==> src/rtl/mips_single_cycle_soc.sv <==
// Single-cycle MIPS subset core with a fixed self-check program in ROM and a
// small data RAM. The data-RAM write bus is brought out so stores can be observed.
module mips_single_cycle_soc #(
  parameter int IMEM_WORDS = 64,
  parameter int DMEM_WORDS = 64
) (
  input  logic        clk,
  input  logic        rst,
  output logic [31:0] writedata,
  output logic [31:0] dataadr,
  output logic        memwrite
);

  localparam int IA_W = $clog2(IMEM_WORDS);
  localparam int DA_W = $clog2(DMEM_WORDS);

  logic [31:0] pc_q, pc_d, pc_plus4;
  logic [31:0] instr;
  logic [5:0]  op, funct;
  logic [4:0]  rs, rt, rd, wa;
  logic [31:0] rs_val, rt_val, imm_ext, alu_y, wb_data, rd_data;
  logic        reg_we, is_sw, is_lw;
  logic [IA_W-1:0] imem_idx;
  logic [DA_W-1:0] dmem_idx;

  logic [31:0] rf_q [32];
  logic [31:0] rf_d [32];
  // RAM starts zeroed at configuration and is deliberately left alone by reset.
  logic [31:0] dmem_q [DMEM_WORDS] = '{default: '0};

  assign imem_idx = pc_q[IA_W+1:2];

  always_comb begin
    instr = 32'h0000_0000;
    case (int'(imem_idx))
      0:  instr = 32'h2002_0005;
      1:  instr = 32'h2003_000c;
      2:  instr = 32'h2067_fff7;
      3:  instr = 32'h00e2_2025;
      4:  instr = 32'h0064_2824;
      5:  instr = 32'h00a4_2820;
      6:  instr = 32'h10a7_000a;
      7:  instr = 32'h0064_202a;
      8:  instr = 32'h1080_0001;
      9:  instr = 32'h2005_0000;
      10: instr = 32'h00e2_202a;
      11: instr = 32'h0085_3820;
      12: instr = 32'h00e2_3822;
      13: instr = 32'hac67_0044;
      14: instr = 32'h8c02_0050;
      15: instr = 32'h0800_0011;
      16: instr = 32'h2002_0001;
      17: instr = 32'hac02_0054;
      default: instr = 32'h0000_0000;
    endcase
  end

  assign op       = instr[31:26];
  assign rs       = instr[25:21];
  assign rt       = instr[20:16];
  assign rd       = instr[15:11];
  assign funct    = instr[5:0];
  assign imm_ext  = {{16{instr[15]}}, instr[15:0]};
  assign pc_plus4 = pc_q + 32'd4;
  assign rs_val   = (rs == 5'd0) ? 32'h0 : rf_q[rs];
  assign rt_val   = (rt == 5'd0) ? 32'h0 : rf_q[rt];

  always_comb begin
    alu_y  = 32'h0;
    reg_we = 1'b0;
    wa     = rd;
    is_sw  = 1'b0;
    is_lw  = 1'b0;
    pc_d   = pc_plus4;
    case (op)
      6'h00: begin
        reg_we = 1'b1;
        case (funct)
          6'h20:   alu_y = rs_val + rt_val;
          6'h22:   alu_y = rs_val - rt_val;
          6'h24:   alu_y = rs_val & rt_val;
          6'h25:   alu_y = rs_val | rt_val;
          6'h2A:   alu_y = {31'b0, $signed(rs_val) < $signed(rt_val)};
          default: reg_we = 1'b0;
        endcase
      end
      6'h08: begin
        alu_y  = rs_val + imm_ext;
        reg_we = 1'b1;
        wa     = rt;
      end
      6'h23: begin
        alu_y  = rs_val + imm_ext;
        reg_we = 1'b1;
        wa     = rt;
        is_lw  = 1'b1;
      end
      6'h2B: begin
        alu_y = rs_val + imm_ext;
        is_sw = 1'b1;
      end
      6'h04: begin
        alu_y = rs_val - rt_val;
        if (alu_y == 32'h0) pc_d = pc_plus4 + {imm_ext[29:0], 2'b00};
      end
      6'h02: pc_d = {pc_plus4[31:28], instr[25:0], 2'b00};
      default: ;
    endcase
  end

  // Load data comes straight from the RAM array so lw completes in one cycle.
  assign dmem_idx = alu_y[DA_W+1:2];
  assign rd_data  = dmem_q[dmem_idx];
  assign wb_data  = is_lw ? rd_data : alu_y;

  always_comb begin
    rf_d = rf_q;
    if (reg_we && (wa != 5'd0)) rf_d[wa] = wb_data;
  end

  always_ff @(posedge clk) begin
    if (!rst) begin
      pc_q <= 32'h0;
      for (int i = 0; i < 32; i++) rf_q[i] <= 32'h0;
    end else begin
      pc_q <= pc_d;
      rf_q <= rf_d;
    end
  end

  always_ff @(posedge clk) begin
    if (memwrite) dmem_q[dmem_idx] <= writedata;
  end

  assign writedata = rt_val;
  assign dataadr   = alu_y;
  assign memwrite  = is_sw & rst;

endmodule

==> config.mk <==
export PLATFORM = sky130hd
export DESIGN_NAME = mips_single_cycle_soc
export DESIGN_NICKNAME = d
export VERILOG_FILES = /design/src/rtl/mips_single_cycle_soc.sv
export SDC_FILE = /design/constraint.sdc
export NUM_CORES = 2
export LEC_CHECK = 0
export ABC_AREA = 1
export CELL_PAD_IN_SITES_DETAIL_PLACEMENT = 0
export CELL_PAD_IN_SITES_GLOBAL_PLACEMENT = 1
export CORE_UTILIZATION = 45
export CTS_CLUSTER_SIZE = 20
export DETAILED_ROUTE_END_ITERATION = 6
export GPL_TIMING_DRIVEN = 0
export PLACE_DENSITY_LB_ADDON = 0.1
export SLEW_MARGIN = 25
export SYNTH_ARGS = -nofsm -noshare
export SYNTH_HDL_FRONTEND = slang
export SYNTH_SLANG_ARGS = --single-unit
==> constraint.sdc <==
create_clock -name clk -period 8.4 [get_ports clk]
set_input_delay 0.84 -clock clk [delete_from_list [all_inputs] [get_ports clk]]
set_output_delay 0.84 -clock clk [all_outputs]
set_load 0.005 [all_outputs]
**After elaboration in Yosys (flattened, before gate mapping)**

Memory sizes are Yosys's and may differ from the RTL's. A register that Yosys moved wholly into a read port is not among the register bits.
Cells that the tools add are included.

- Memories: 2
- Input port bits: 2
- Memory bits (read-only): 864
- Output and inout bits: 65
- Bits in registers: 1056
- Logic and storage cells: 96
- Memory bits (writable): 2048

- Bitwise operators: 6
- Equality and inequality tests: 10
- $add $sub $neg: 5
- Reductions and logical operators: 10
- Magnitude comparators: 5
- Muxes and demuxes: 25

Memory list:

| name | words | width | rd ports | clocked after memory_dff | write ports | RTL line | text |
|---|---|---|---|---|---|---|---|
| dmem_q | 64 | 32 | 1 | 0 | 1 | 29 | `logic [31:0] dmem_q [DMEM_WORDS] = '{default: '0};` |
| (no name shown) | 32 | 27 | 1 | 1 | 0 | 35 | `case (int'(imem_idx))` |

Operator list:

| cell | number |
|---|---|
| $bwmux W1024 | 1 |
| $bmux W32 S5 | 2 |
| $mux W32 | 10 |
| $demux W32 S5 | 1 |
| $pmux W32 S5 | 1 |
| $add A32 B32 Y32 | 3 |
| $pmux W32 S3 | 1 |
| $pmux W32 S2 | 1 |
| $eq A6 B6 Y1 const B | 7 |
| $add A32 B3 Y32 const B | 1 |
| $and A32 B32 Y32 | 1 |
| $logic_not A32 Y1 | 1 |
| $lt A32 B32 Y1 | 1 |
| $or A32 B32 Y32 | 1 |
| $sub A32 B32 Y32 | 1 |
| $ge A6 B6 Y1 const B | 3 |
| $not A5 Y6 | 3 |
| $logic_not A5 Y1 | 2 |
| $mux W5 | 2 |
| $eq A6 B2 Y1 const B | 1 |
| $eq A6 B3 Y1 const B | 1 |
| $eq A6 B4 Y1 const B | 1 |
| $logic_not A6 Y1 | 1 |
| $lt A6 B1 Y1 const B | 1 |
| other kinds (8) | 13 |

**Logic depth before layout (Yosys ltp)**

An unclocked memory read counts as a cell.

- Depth in word-level cells: 12
- Gate-level depth with buffers: 41
- Gate-level depth less buffers: 37

**Worst setup path before layout**

Ideal clock, no wire load.

- Path type: register -> register
- From: register (tool-made name)
- To: memory dmem_q[24][0], enable pin
- Clock period less this slack: 8.391 ns
- Stages on the path, launching flop included: 29
- Data required time: 7.979 ns
- Path slack: 0.009 ns
- Path buffers: 5
- Setup time: 0.421 ns
- Data arrival time: 7.970 ns
- Path through: dfxtp_1 > buf_4 > nand2_1 > buf_2 > buf_1 > nand2_1 > o211ai_1 > a21oi_1 > nor3_1 > inv_1 > ha_1 > clkbuf_1 > o21ai_0 > a21oi_1 > inv_1 > nand2_1 > nand3_1 > nand3_1 > o221ai_1 > nand2_1 > nand2_1 > nor2_2 > inv_2 > nor2_1 > inv_1 > nor2_4 > buf_2 > inv_1 > nor2_1

RTL lines:

| what | RTL line |
|---|---|
| end, declared | 29 |

==> metrics.cfg <==
[power_and_ir_drop]
clkPwrFrac=0.266
seqPwrFrac=0.341
leakagePower_uw=0.0440
power.switching_uw=16900
combPwrFrac=0.393
p_int_uw=23500
switching_share=0.419
vdd_drop_max_uv=377
p_per_area_nw_per_um2=332

[critical_path]
critPathArrivalTime_ps=9100
crit_path_end_kind=register
start_kind=register
rr_worst_depth=25
ff2ff_setup_slack_ps=-160
criticalPathCategory=reg -> reg
worstPathRequired_ps=8940
worstPathMaxFanout=10
r2r_end=dmem_q[48][24]

[sta]
final.setup_skew_ps=100
slew_headroom=0.162
final_max_slew_viol_count=0
fin_crit_ps=8560
fin_ws_ps=-160
fin_crit_sh=1.02
final_hold_viol_count=0
finalSetupTns_ps=-10640
clock.fmax_mhz=117
setup_viol=161
max_slew.worst_pin.slew_ps=1260

[detailed_routing]
wl_mm=491
dr.pass1.iters=7
viasPerCell=6.26
post-route-drc-count=0
routedWlPerCell_um=37.0
dr.first_iter.drc_count=12500
vias=83100
ant_nets=0

[yosys]
synth_compound_area_frac=0.102
synth_ff_type=edfxtp_1
synthAdderAreaFrac=0.0159
async_reset_ff_frac=0
synth_top_family_by_area=simple AND/OR/NAND/NOR gates
syn_avg_cell_area_um2=10.7
synth_xor_area_frac=0.00173
synth_edf_count=2048
synth_top_area_cell=edfxtp_1
syn_inst=9433
synth_commonest_cells=2501 x nand2_1, 2048 x edfxtp_1, 685 x a21oi_1
synth_top_area_share=0.607
synth_most_common_cell=nand2_1
synthMuxAreaShare=0.00844
ys_seq_area_frac=0.658
synth_area_leaders=edfxtp_1 61%, nand2_1 9.3%, dfxtp_1 5.1%, a21oi_1 3.4%, o21ai_0 2.8%
syn_nets=9561
synth_cell_types=61
ys_ff_latch=2306
synth-simple-area-share=0.170
ys_warn_count=0
syn_area_um2=101000

[global_routing]
grt_pass1_wl_mm=653
met2_usage=0.645
grt_max_degree=68
grt_util_met1=0.513
antenna_found_initial=19
grt_usage=0.422
use_met3=0.109
overflow=0
grt.busiest_layer=met2
grt_pass1_vias=76700

[worst_hold_path]
holdPathStages=2
hold_path_class=reg -> reg
holdPathEnd=rf_q[1023]
min-delay-start=rf_q[1023]

[cts]
clock-root-buffer=clkbuf_16
clk_pin_slew_ps=60
cts-buffers-inserted=236
cts_tree=yes
htreeDepth=4
cts_num_sinks=2306
clk_latency_ps=930
clockBufferDepth=3

[floorplanning]
initial_utilization=0.455
rows=173
coreArea_um2=223000
dieArea_um2=227000
die_w_um=477
die_height_um=477
ios=67

[placed_design]
place_congestion=0.978
port-buffer-count=65
pre_cts_slack_ps=-1760
hpwl_mm=358

[cells_and_area]
area_growth_pct=20.0
layout-drive-gt1-share=0.147
fillers=19300
nets=10200

[run_status]
violations=negative setup slack
outcome=finished, violations left

[flow_run]
drv_cap=0

routing by layer:
| layer | part of all wire | up-vias | wire, µm |
|---|---|---|---|
| met1 | 0.35 | 41000 | 173000 |
| met4 | 0.094 | 12 | 45900 |
| met2 | 0.44 | 5850 | 216000 |
| met3 | 0.11 | 1618 | 56100 |
| li1 | - | 34600 | - |
| met5 | 0.00014 | - | 69 |
through the flow:
step	cell area [µm²]	std cells	util	total power, µW	hold WS [ps]
finish	122000	13300	0.545	40400	430
CTS	121000	13200	0.543	39700	429
global placement	106000	12500	0.474	28600	418
floorplan	101000	9433	-	21400	404
global route	122000	13300	0.545	41200	452
detailed placement	113000	12800	0.506	29200	419
logic make-up after synthesis:
kind of cell    Yosys count
compound gates         1785
xor+xnor                 20
fa+ha+maj               126
buf+inv                1106
flops                  2306
mux                      76
simple gates           4014
power groups by stage:
stage	Clock, µW	Sequential, µW	Combinational, µW
4_1_cts	10700	13800	15200
2_1_floorplan	0	14100	7330
3_3_place_gp	0	14400	14300
3_5_place_dp	0	14000	15200
6_report	10700	13800	15900
5_1_grt	11100	13800	16300
timing repair:
action | in CTS | in global routing
endpoints found under the hold margin | 0 | 0
cloned | 0 | 0
buffers inserted | 22 | 37
gates resized for setup | 89 | 61
pin swaps | 16 | 16
hold buffers | 0 | 0
endpoints found under the setup margin | 2313 | 1041
critical path, stage by stage (launching register included):
cell	delay (ps)
dfxtp_1	590
clkbuf_4	390
buf_4	320
buf_2	460
o211ai_1	260
a31oi_4	470
inv_1	200
fa_1	420
inv_1	90
nand3_1	80
nand2_1	240
xor2_1	170
a22oi_1	160
o211ai_1	110
nand2_1	60
and3_1	170
buf_2	230
inv_2	140
nor2_2	610
buf_2	470
buf_2	430
buf_2	580
nand2_2	440
nor2_4	610
buf_8	260
buf_12	220
area by class of cell:
| class | instances | area (µm²) | area share |
|---|---|---|---|
| Sequential cell | 2306 | 66700 | 0.548 |
| Multi-Input combinational cell | 6021 | 31200 | 0.257 |
| Timing Repair Buffer | 411 | 7540 | 0.0620 |
| Clock buffer | 296 | 6250 | 0.0514 |
| Tap cell | 2975 | 3720 | 0.0306 |
| Buffer | 518 | 2440 | 0.0200 |
| Inverter | 582 | 2200 | 0.0181 |
| Clock inverter | 145 | 1540 | 0.0126 |
| Antenna cell | 9 | 22.5 | 0.000185 |
layout by cell type, fill, tap and decap left out, types with 77 or more instances in the layout:
master,n
nand2_1,2485
edfxtp_1,2048
a21oi_1,665
o21ai_0,568
inv_1,535
nor2_1,418
nand3_1,402
o211ai_1,290
nand4_1,280
dfxtp_1,258
clkbuf_1,243
clkbuf_16,239
or2_2,215
buf_2,192
buf_16,165
ha_1,122
buf_4,116
nor2_4,77
flip-flops by register name, summed over array words and instances, names as in the netlist, named ones only:
signal,cells
dmem_q,2048
pc_q,6
rf_q,232
how the worst max path moves through the flow:
stage	start	endpoint	slack, ps	cells after the start
6_report	register	dmem_q[48][24]	-160	25
3_3_place_gp	register	dmem_q[44][18]	-10640	23
2_1_floorplan	register	dmem_q[24][0]	9	28
3_5_place_dp	register	dmem_q[9][29]	-1760	31
5_1_grt	register	dmem_q[48][31]	-10	29
4_1_cts	register	dataadr[28]	3	30
No activity file was read; power rests on OpenSTA's default activity.
